`config.mk`:
```
export PLATFORM = sky130hd
export DESIGN_NAME = restoring_divider
export DESIGN_NICKNAME = d
export VERILOG_FILES = /design/src/rtl/div_pkg.sv /design/src/rtl/restoring_divider_sub_stage.sv /design/src/rtl/restoring_divider.sv
export SDC_FILE = /design/constraint.sdc
export NUM_CORES = 1
export LEC_CHECK = 0
export ABC_AREA = 1
export BUFFER_PORTS_ARGS = -buffer_cell sky130_fd_sc_hd__buf_4
export CORE_ASPECT_RATIO = 0.6
export CORE_MARGIN = 2
export CORE_UTILIZATION = 45
export CTS_BUF_LIST = sky130_fd_sc_hd__clkbuf_2 sky130_fd_sc_hd__clkbuf_4 sky130_fd_sc_hd__clkbuf_8
export DETAILED_ROUTE_END_ITERATION = 8
export PLACE_DENSITY = 0.63
export SYNTH_ARGS = -nofsm -noshare
export SYNTH_HDL_FRONTEND = slang
export SYNTH_HIERARCHICAL = 1
export SYNTH_SLANG_ARGS = --single-unit
export TNS_END_PERCENT = 20
```
`constraint.sdc`:
```
create_clock -name clk -period 4.19 [get_ports clk]
set_input_delay 0.6285 -clock clk [delete_from_list [all_inputs] [get_ports clk]]
set_output_delay 0.6285 -clock clk [all_outputs]
set_load 0.01 [all_outputs]
```
`src/rtl/div_pkg.sv`:
```
// Shared types and constants for the restoring divider slice.
package div_pkg;

  typedef enum logic [1:0] {
    IDLE,
    RUN,
    DONE
  } state_t;

  localparam int unsigned DEFAULT_WIDTH = 4;

  // Iteration counter width; holds values up to WIDTH-1.
  function automatic int unsigned cnt_width(input int unsigned w);
    return (w < 2) ? 1 : $clog2(w);
  endfunction

endpackage

```
`src/rtl/restoring_divider_sub_stage.sv`:
```
// Subtract-with-borrow stage: diff = a - b at full width, bor flags a < b.
module sub_stage #(
  parameter int unsigned WIDTH = 4
) (
  input  logic [WIDTH:0] a,
  input  logic [WIDTH:0] b,
  output logic [WIDTH:0] diff,
  output logic           bor
);

  assign diff = a + ~b + (WIDTH+1)'(1);
  assign bor  = (a < b);

endmodule

```
`src/rtl/restoring_divider.sv`:
```
// Sequential unsigned restoring divider, one quotient bit per cycle,
// with a start/busy/done handshake.
module restoring_divider
  import div_pkg::*;
#(
  parameter int unsigned WIDTH = DEFAULT_WIDTH
) (
  input  logic             clk,
  input  logic             rst,
  input  logic             start,
  input  logic [WIDTH-1:0] dividend,
  input  logic [WIDTH-1:0] divisor,
  output logic             busy,
  output logic             done,
  output logic [WIDTH-1:0] quotient,
  output logic [WIDTH-1:0] remainder,
  output logic             div_by_zero
);

  localparam int unsigned CW = cnt_width(WIDTH);

  state_t state, state_nx;

  logic [WIDTH-1:0] dvd;
  logic [WIDTH-1:0] dvs;
  logic [WIDTH:0]   r;
  logic [WIDTH-1:0] q;
  logic [CW-1:0]    cnt;

  logic [WIDTH:0]   r_sh;
  logic [WIDTH:0]   diff;
  logic             bor;
  logic [WIDTH:0]   r_nx;
  logic [WIDTH-1:0] q_nx;

  // Shift the next dividend bit into the partial remainder.
  assign r_sh = (r << 1) | {{WIDTH{1'b0}}, dvd[WIDTH-1]};

  sub_stage #(.WIDTH(WIDTH)) u_sub (
    .a    (r_sh),
    .b    ({1'b0, dvs}),
    .diff (diff),
    .bor  (bor)
  );

  assign r_nx = bor ? r_sh : diff;
  assign q_nx = (q << 1) | {{(WIDTH-1){1'b0}}, ~bor};

  assign busy = (state != IDLE);
  assign done = (state == DONE);

  always_ff @(posedge clk or posedge rst) begin
    if (rst) state <= IDLE;
    else     state <= state_nx;
  end

  always_comb begin
    state_nx = state;
    case (state)
      IDLE:    if (start) state_nx = (divisor == '0) ? DONE : RUN;
      RUN:     if (cnt == '0) state_nx = DONE;
      DONE:    state_nx = IDLE;
      default: state_nx = IDLE;
    endcase
  end

  always_ff @(posedge clk or posedge rst) begin
    if (rst) begin
      dvd         <= '0;
      dvs         <= '0;
      r           <= '0;
      q           <= '0;
      cnt         <= '0;
      quotient    <= '0;
      remainder   <= '0;
      div_by_zero <= 1'b0;
    end else begin
      case (state)
        IDLE: begin
          if (start) begin
            dvd         <= dividend;
            dvs         <= divisor;
            r           <= '0;
            q           <= '0;
            cnt         <= CW'(WIDTH - 1);
            div_by_zero <= (divisor == '0);
            // Divide-by-zero skips RUN, so its results are loaded here.
            if (divisor == '0) begin
              quotient  <= '1;
              remainder <= dividend;
            end
          end
        end
        RUN: begin
          dvd <= dvd << 1;
          r   <= r_nx;
          q   <= q_nx;
          if (cnt == '0) begin
            quotient  <= q_nx;
            remainder <= r_nx[WIDTH-1:0];
          end else begin
            cnt <= cnt - 1'b1;
          end
        end
        default: ;
      endcase
    end
  end

endmodule

```
==> results.py <==
metrics = {
    "grt": {
        "grt_pass1_vias": 1132,
        "grt.met3_usage_pct": 5.283,
        "grt_pass1_wl_um": 5168,
        "grt_usage_pct": 18.48,
        "grt_max_degree": 29,
        "top_usage_layer": "met2",
        "grt_overflow": 0,
        "antenna_found_initial": 0,
        "use_met2_pct": 30.78,
        "grtUsageMet1_pct": 24.21,
    },
    "timing": {
        "rsz0062_at_grt": "false",
        "final.setup.tns_ns": 0,
        "finalHoldViolCount": 0,
        "finalWorstSetupSlack_ns": 2.214,
        "finalCritPeriodShare_pct": 47.16,
        "period_needed_ns": 1.976,
        "hold_slack_ns": 0.4928,
        "final-setup-viol-count": 0,
        "fmax_mhz": 506.1,
        "skew_ns": 0.006493,
        "maxSlewViolCount": 0,
        "worst_pin_slew_ns": 1.073,
        "max-slew-margin-rel_pct": 28.36,
    },
    "layout": {
        "fillCellCount": 293,
        "area_delta_synth_final_pct": 17.89,
        "layout.cells.non_filler": 253,
        "fin_util_pct": 57.55,
        "final_nets": 230,
        "n_antenna_cell": 0,
        "drive_gt1_share_pct": 16.59,
    },
    "worst_hold_path": {
        "worstHoldPathCells": 2,
        "hp-class": "register to register",
    },
    "place": {
        "dp_slack_ns": 2.256,
        "dp_hpwl_um": 2212,
        "routabilityCongestion": 0.8706,
        "port_buffers": 21,
        "place_inst": 249,
    },
    "synth": {
        "synth_cells": 188,
        "syn_area_um2": 1448,
        "synth.net_count": 206,
        "yosysWarningCount": 6,
        "avgSynthCellArea_um2": 7.700,
    },
    "floorplanning": {
        "boundaryPins": 22,
        "rows": 15,
        "die_area_um2": 3702,
        "core-area_um2": 2965,
        "die_w_um": 77.23,
        "fp.dieH_um": 47.94,
        "initial_core_util_pct": 48.82,
    },
    "critical_path": {
        "critPathRequiredTime_ns": 4.37,
        "worst_r2r_path_depth": 13,
        "cp_max_fo": 6,
        "arrival_ns": 2.16,
        "cp-start-kind": "register",
        "cp-end-kind": "register",
        "crit_type": "register to register",
    },
    "power_and_ir_drop": {
        "powerDensity_nw_per_um2": 846.2,
        "p_leak_nw": 0.9858,
        "ir_drop_mv": 0.4150,
    },
    "drt": {
        "wl_per_cell_um": 11.65,
        "vias": 1191,
        "ant_nets": 0,
        "vias_per_cell": 4.708,
        "drcViolationCount": 0,
        "drt_pass1_iterations": 4,
        "first_iter_violations": 134,
        "wl_um": 2948,
    },
    "clocking": {
        "cts_setup_buffers": 0,
        "root_buffer": "clkbuf_8",
        "htree_num_levels": 1,
        "cts_hold_buf": 0,
        "cts_inserted_buffers": 3,
        "clk_pin_slew_ns": 0.10,
        "clk_path_buf_depth": 2,
        "cts_tree": "yes",
        "clkLatencyLatePin_ns": 0.28,
        "clkSinkCount": 28,
        "post_cts_resized": 0,
    },
    "run_status": {
        "outcome": "complete, no violations",
    },
    "job": {
        "max-cap-violations": 0,
    },
}
where the power goes:
group,total [W],switching [W],internal (W)
clock,0.000213,0.0000851,0.000128
combinational,0.000755,0.000470,0.000285
sequential,0.000476,0.0000787,0.000397
total,0.00144,0.000634,0.000811
placed cells by master (no fill, tap or decap):
cell,n
fa_1,1
inv_4,1
buf_4,21
nand2_2,2
conb_1,1
o21a_1,1
clkbuf_8,3
bufinv_16,1
inv_2,3
nand2_1,92
nor2_4,1
nor2_1,9
o21ai_1,4
a21oi_1,4
o22ai_1,1
dfrtp_1,28
o21ai_2,2
ha_1,6
o21ai_0,2
nor3_2,1
nand3_1,6
inv_1,20
xnor2_1,1
critical path, cell delays in order (launching register included):
cell	delay, ns
dfrtp_1	0.42
ha_1	0.33
nand2_1	0.12
inv_1	0.06
nand2_1	0.06
nand2_1	0.05
nor2_1	0.29
inv_1	0.16
nand2_1	0.09
nand2_1	0.05
nand2_1	0.08
nand2_1	0.06
nand2_1	0.06
nand2_1	0.05
state kept, by name (all words and copies together) (netlist names):
signal	flops
dvs	4
state	2
q	3
cnt	2
div_by_zero	1
dvd	4
remainder	4
r	4
quotient	4
final cells by class:
cell class	count	area, µm²	area share [%]
clock inverter	1	30.03	1.760
clock buffer	3	41.29	2.419
inverter	24	92.59	5.425
tap	42	52.55	3.079
multi-input combinational	134	631.9	37.02
timing repair buffer	21	157.7	9.238
sequential	28	700.7	41.06
metrics by stage:
stage	cell area, µm²	power (W)
floorplan	1448	0.001027
global placement	1635	0.001208
detailed placement	1635	0.001237
CTS	1707	0.001454
global route	1707	0.001600
finish	1707	0.001444
worst paths after layout:
check,from,end,slack [ns]
worst min-delay path,dvd[1]$_DFFE_PP0P_,dvd[1]$_DFFE_PP0P_,0.49
min in group asynchronous,rst,dvd[0]$_DFFE_PP0P_,0.62
max in group asynchronous,rst,quotient[2]$_DFFE_PP0P_,2.93
worst min register to register,dvd[1]$_DFFE_PP0P_,dvd[1]$_DFFE_PP0P_,0.49
worst max register to register,r[2]$_DFFE_PP0P_,remainder[3]$_DFFE_PP0P_,2.21
worst max-delay path,r[2]$_DFFE_PP0P_,remainder[3]$_DFFE_PP0P_,2.21
layer usage:
layer	wire length, µm	vias up
met2	1286	33
met1	1423	539
met5	0	-
met4	40	0
met3	198	5
li1	-	614
Note: power is estimated with default switching activity, not from simulation.
